--- config.mk ---
export PLATFORM = sky130hd
export DESIGN_NAME = mem_resp_ctrl
export DESIGN_NICKNAME = d
export VERILOG_FILES = /design/src/rtl/mem_pkg.sv /design/src/rtl/mem_lat_counter.sv /design/src/rtl/mem_resp_ctrl.sv
export SDC_FILE = /design/constraint.sdc
export NUM_CORES = 1
export LEC_CHECK = 0
export BUFFER_PORTS_ARGS = -buffer_cell sky130_fd_sc_hd__buf_4
export CORE_MARGIN = 4
export CORE_UTILIZATION = 50
export DETAILED_ROUTE_END_ITERATION = 10
export GPL_TIMING_DRIVEN = 0
export PLACE_DENSITY_LB_ADDON = 0.2
export SLEW_MARGIN = 5
export SYNTH_ARGS = -nofsm -noshare
export SYNTH_HDL_FRONTEND = slang
export SYNTH_SLANG_ARGS = --single-unit
--- constraint.sdc ---
create_clock -name CLK -period 5 [get_ports CLK]
set_input_delay 1 -clock CLK [delete_from_list [all_inputs] [get_ports CLK]]
set_output_delay 1 -clock CLK [all_outputs]
set_load 0.02 [all_outputs]
--- src/rtl/mem_pkg.sv ---
// Shared types and defaults for the memory-side request responder.
package mem_pkg;

  typedef logic [31:0] word_t;
  typedef logic [31:0] addr_t;

  typedef enum logic [1:0] {
    IDLE = 2'd0,
    DACC = 2'd1,
    IACC = 2'd2
  } memctl_state_t;

  localparam int unsigned LAT_DEFAULT = 4;

endpackage

--- src/rtl/mem_lat_counter.sv ---
// Access-latency counter: clear has priority over enable; done flags cnt == LAT-1.
module mem_lat_counter #(
  parameter int unsigned LAT = 4
) (
  input  logic clk,
  input  logic rst_n,
  input  logic clear,
  input  logic en,
  output logic done
);

  logic [3:0] cnt_q, cnt_d;

  always_comb begin
    cnt_d = cnt_q;
    if (clear) begin
      cnt_d = '0;
    end else if (en) begin
      cnt_d = cnt_q + 4'd1;
    end
  end

  always_ff @(posedge clk or negedge rst_n) begin
    if (!rst_n) begin
      cnt_q <= '0;
    end else begin
      cnt_q <= cnt_d;
    end
  end

  assign done = (cnt_q == 4'(LAT - 1));

endmodule

--- src/rtl/mem_resp_ctrl.sv ---
// Memory-side responder: serves dcache (priority) and icache requests on a fixed-latency RAM.
// Defining MEMCTL_STATS_EN adds the dacc_cnt / istall_cnt statistics outputs.
module mem_resp_ctrl
  import mem_pkg::*;
#(
  parameter int unsigned LAT = LAT_DEFAULT,
  parameter int unsigned AW  = 32,
  parameter int unsigned DW  = 32
) (
  input  logic          CLK,
  input  logic          nRST,
  input  logic          iREN,
  input  logic [AW-1:0] iaddr,
  output logic [DW-1:0] iload,
  output logic          iwait,
  input  logic          dREN,
  input  logic          dWEN,
  input  logic [AW-1:0] daddr,
  input  logic [DW-1:0] dstore,
  output logic [DW-1:0] dload,
  output logic          dwait,
  output logic          ramREN,
  output logic          ramWEN,
  output logic [AW-1:0] ramaddr,
  output logic [DW-1:0] ramstore,
  input  logic [DW-1:0] ramload
`ifdef MEMCTL_STATS_EN
  ,
  output logic [31:0]   dacc_cnt,
  output logic [31:0]   istall_cnt
`endif
);

  memctl_state_t state_q, state_d;
  logic [AW-1:0] req_addr_q, req_addr_d;
  logic          iwait_q, iwait_d, dwait_q, dwait_d;
  logic [DW-1:0] iload_q, iload_d, dload_q, dload_d;
  logic          cnt_clr, cnt_en, cnt_done;

  mem_lat_counter #(.LAT(LAT)) u_lat_cnt (
    .clk   (CLK),
    .rst_n (nRST),
    .clear (cnt_clr),
    .en    (cnt_en),
    .done  (cnt_done)
  );

  // Waits/loads are registered, so the completion shows the cycle after cnt==LAT-1;
  // IDLE skips arbitration during that cycle so the still-held request is not re-served.
  always_comb begin
    state_d    = state_q;
    req_addr_d = req_addr_q;
    cnt_clr    = 1'b0;
    cnt_en     = 1'b0;
    iwait_d    = 1'b1;
    dwait_d    = 1'b1;
    iload_d    = '0;
    dload_d    = '0;
    ramREN     = 1'b0;
    ramWEN     = 1'b0;
    ramaddr    = '0;
    ramstore   = '0;
    unique case (state_q)
      IDLE: begin
        if (iwait_q && dwait_q) begin
          if (dREN || dWEN) begin
            state_d    = DACC;
            req_addr_d = daddr;
            cnt_clr    = 1'b1;
          end else if (iREN) begin
            state_d    = IACC;
            req_addr_d = iaddr;
            cnt_clr    = 1'b1;
          end
        end
      end
      DACC: begin
        ramWEN   = dWEN;
        ramREN   = dREN & ~dWEN;
        ramaddr  = daddr;
        ramstore = dstore;
        if (!(dREN || dWEN)) begin
          state_d = IDLE;
        end else if (daddr != req_addr_q) begin
          req_addr_d = daddr;
          cnt_clr    = 1'b1;
        end else if (cnt_done) begin
          dwait_d = 1'b0;
          dload_d = ramload;
          state_d = IDLE;
        end else begin
          cnt_en = 1'b1;
        end
      end
      IACC: begin
        ramREN  = 1'b1;
        ramaddr = iaddr;
        if (!iREN) begin
          state_d = IDLE;
        end else if (iaddr != req_addr_q) begin
          req_addr_d = iaddr;
          cnt_clr    = 1'b1;
        end else if (cnt_done) begin
          iwait_d = 1'b0;
          iload_d = ramload;
          state_d = IDLE;
        end else begin
          cnt_en = 1'b1;
        end
      end
      default: state_d = IDLE;
    endcase
  end

  always_ff @(posedge CLK or negedge nRST) begin
    if (!nRST) begin
      state_q    <= IDLE;
      req_addr_q <= '0;
      iwait_q    <= 1'b1;
      dwait_q    <= 1'b1;
      iload_q    <= '0;
      dload_q    <= '0;
    end else begin
      state_q    <= state_d;
      req_addr_q <= req_addr_d;
      iwait_q    <= iwait_d;
      dwait_q    <= dwait_d;
      iload_q    <= iload_d;
      dload_q    <= dload_d;
    end
  end

  assign iwait = iwait_q;
  assign dwait = dwait_q;
  assign iload = iload_q;
  assign dload = dload_q;

`ifdef MEMCTL_STATS_EN
  logic [31:0] dacc_cnt_q, dacc_cnt_d, istall_cnt_q, istall_cnt_d;

  always_comb begin
    dacc_cnt_d   = dacc_cnt_q;
    istall_cnt_d = istall_cnt_q;
    if (!dwait_d && (dacc_cnt_q != '1)) begin
      dacc_cnt_d = dacc_cnt_q + 32'd1;
    end
    if (iREN && iwait_q && (istall_cnt_q != '1)) begin
      istall_cnt_d = istall_cnt_q + 32'd1;
    end
  end

  always_ff @(posedge CLK or negedge nRST) begin
    if (!nRST) begin
      dacc_cnt_q   <= '0;
      istall_cnt_q <= '0;
    end else begin
      dacc_cnt_q   <= dacc_cnt_d;
      istall_cnt_q <= istall_cnt_d;
    end
  end

  assign dacc_cnt   = dacc_cnt_q;
  assign istall_cnt = istall_cnt_q;
`endif

endmodule

==> flow_metrics.env <==
export IMPL_area_growth_pct=43.7
export IMPL_syn_nets=771
export IMPL_dp_slack_ps=1750
export IMPL_yosys_area_share_simple_pct=23.2
export IMPL_fmax_mhz=273
export IMPL_grt_pass1_wl_mm=30.9
export IMPL_yosysSeqAreaShare_pct=45.4
export IMPL_worstPathRequired_ps=4000
export IMPL_cts_tree="built"
export IMPL_setup_violations_final=0
export IMPL_finalCritPeriodShare_pct=73.4
export IMPL_leakage_nw=4.42
export IMPL_synth_cell_types=33
export IMPL_power_w=0.00381
export IMPL_combPwrFrac_pct=51.2
export IMPL_synth_xor_area_share_pct=10.2
export IMPL_die_y_um=115
export IMPL_synth_top_family_by_area="simple AND/OR/NAND/NOR gates"
export IMPL_ys_ff_latch=104
export IMPL_slew_headroom_pct=53.7
export IMPL_drive_gt1_share_pct=31.9
export IMPL_min_path_type="input port to async pin"
export IMPL_arrival_ps=2670
export IMPL_drv_slew=0
export IMPL_cp_end_kind="output port"
export IMPL_io_pins=265
export IMPL_cts_sinks=104
export IMPL_clk_pin_slew_ps=80
export IMPL_htree_levels=3
export IMPL_hold_buffers=0
export IMPL_die_w_um=115
export IMPL_clk_latency_ps=360
export IMPL_setup_tns_ps=0
export IMPL_grt_use_total_pct=30.3
export IMPL_post_cts_buffers=0
export IMPL_gr_total_overflow=0
export IMPL_fin_skew_ps=9.00
export IMPL_status="finished clean"
export IMPL_layout_commonest_cell="buf_4"
export IMPL_synth_mux_area_share_pct=5.78
export IMPL_via_count=5632
export IMPL_start_util_pct=52.0
export IMPL_worstSetupStartpointType="flip-flop"
export IMPL_place_congestion=0.985
export IMPL_synth_avg_cell_area_um2=9.06
export IMPL_drt_initial_drc_count=582
export IMPL_yosysWarnings=0
export IMPL_routed_wl_mm=20.1
export IMPL_place_area_mm2=0.00789
export IMPL_synth_cells=633
export IMPL_rows=38
export IMPL_grt_max_degree=105
export IMPL_fin_nets=1047
export IMPL_worst_pin_slew_ps=694
export IMPL_syn_cell_area_mm2=0.00573
export IMPL_ctsResizeCount=0
export IMPL_timing_hold_ws_ps=424
export IMPL_ant_nets=0
export IMPL_antenna_found_initial=0
export IMPL_vdd_ir_drop_max_uv=262
export IMPL_diodes=0
export IMPL_dr_pass1_iters=6
export IMPL_stdcell_area_mm2=0.00824
export IMPL_p_int_w=0.00216
export IMPL_p_per_area_mw_per_mm2=462
export IMPL_power_frac_clock_pct=19.5
export IMPL_max_cap_violations=0
export IMPL_synthAdderAreaFrac_pct=1.09
export IMPL_sw_frac_of_total_pct=43.3
export IMPL_dp_hpwl_mm=15.6
export IMPL_synth_compound_area_share_pct=8.73
export IMPL_synth_edf_count=0
export IMPL_cts_buffers=9
export IMPL_final_cell_mix="buf_4 (263), dfrtp_1 (102), and2_1 (98), nand2_1 (98), nor2_1 (45)"
export IMPL_fp_dieArea_mm2=0.0132
export IMPL_portBuffers=264
export IMPL_wl_per_cell_um=19.0
export IMPL_setup_ws_ps=1330
export IMPL_grt_pass1_vias=5778
export IMPL_ys_async_sr_fraction_pct=100
export IMPL_drc_errors=0
export IMPL_net_switching_power_w=0.00165
export IMPL_critical_path_max_fanout=10
export IMPL_synthFlopType="dfrtp_1"
export IMPL_clk_path_buf_depth=2
export IMPL_vias_per_cell=5.34
export IMPL_core_region_area_mm2=0.0110
export IMPL_rsz0062_at_grt="no"
export IMPL_path_class="flip-flop to output port"
export IMPL_root_buffer="clkbuf_16"
export IMPL_hold_violations=0
export IMPL_power_frac_seq_pct=29.3
export IMPL_period_minus_slack_ps=3670
-- synthesized netlist by cell type (3+ instances only) --
cell type  number  area share, %
mux2i_1        32            5.6
xnor2_1        35            5.3
buf_6           3           0.59
nand3_1         3           0.26
inv_1          41            2.7
clkbuf_2        3           0.26
a21oi_1        33            2.9
ha_1            5            1.1
clkbuf_1       27            1.8
nand2_1        98            6.4
o21ai_0         3           0.26
nand4_1        10            1.1
dfrtp_1       102             45
nor4_1         10            1.1
and2_1         98             11
xor2_1         32            4.9
nor2_1         45            2.9
a22oi_1        32            4.2
-- stage by stage --
| stage | util, % | std cells |
|---|---|---|
| after detailed placement | 71.5 | 1037 |
| after global placement | 71.5 | 1037 |
| final | 74.7 | 1054 |
| after CTS | 74.4 | 1053 |
| after global routing | 74.7 | 1054 |
| after floorplan | - | 633 |
-- kinds of logic after synthesis --
logic type / after synthesis
adders and majority gates: 5
AOI/OAI and AO/OA: 78
DFF: 104
buffers and inverters: 77
xor gates and xnor gates: 67
and+or+nand+nor: 269
muxes: 33
-- flip-flops by register name (all words and copies together) (netlist names) --
register	flops
dload	32
iload	32
req_addr_q	32
u_lat_cnt.cnt_q	4
state_q	2
dwait	1
iwait	1
-- cell type report --
| cell class | count | area (um2) |
|---|---|---|
| clock inverter | 6 | 86.3 |
| fill | 840 | 2790 |
| inverter | 41 | 154 |
| tap | 140 | 175 |
| multi-input combinational | 452 | 2810 |
| timing repair buffer | 265 | 2010 |
| clock buffer | 10 | 229 |
| sequential | 104 | 2610 |
| buffer | 36 | 163 |
-- routing by layer --
layer,vias to the layer above,track usage (%),routed length [um]
met1,2628,36.1,7440
met4,0,12.5,660
met3,54,7.74,2190
li1,2607,-,-
met5,-,0,0
met2,343,52.2,9760
-- worst paths after layout --
path                                                     start  slack (ps)                        endpoint  cells after the start
worst max-delay path                    state_q[0]$_DFFE_PN0P_        1330                     ramaddr[18]                      7
worst min-delay path                                      nRST         420      req_addr_q[14]$_DFFE_PN0P_                      1
worst max register to register       req_addr_q[5]$_DFFE_PN0P_        2450             iload[27]$_DFF_PN0_                      7
worst min register to register  u_lat_cnt.cnt_q[3]$_DFFE_PN0P_         560  u_lat_cnt.cnt_q[3]$_DFFE_PN0P_                      2
max in group asynchronous                                 nRST        3860                 iwait$_DFF_PN1_                      2
min in group CLK                u_lat_cnt.cnt_q[3]$_DFFE_PN0P_         560  u_lat_cnt.cnt_q[3]$_DFFE_PN0P_                      2
-- power groups by stage --
stage	combinational (W)	clock (W)	sequential [W]
floorplan	0.00120	0	0.00110
CTS	0.00192	0.000752	0.00111
finish	0.00195	0.000741	0.00112
global route	0.00210	0.000788	0.00113
global placement	0.00187	0	0.00112
detailed placement	0.00191	0	0.00113
-- critical path: stages, from the launching register on --
cell and delay, ps:
dfrtp_1 400, inv_1 80, ha_1 380, inv_1 90
clkbuf_1 400, buf_1 530, nor2_1 220, buf_4 210
No activity file was read; power rests on OpenSTA's default activity.
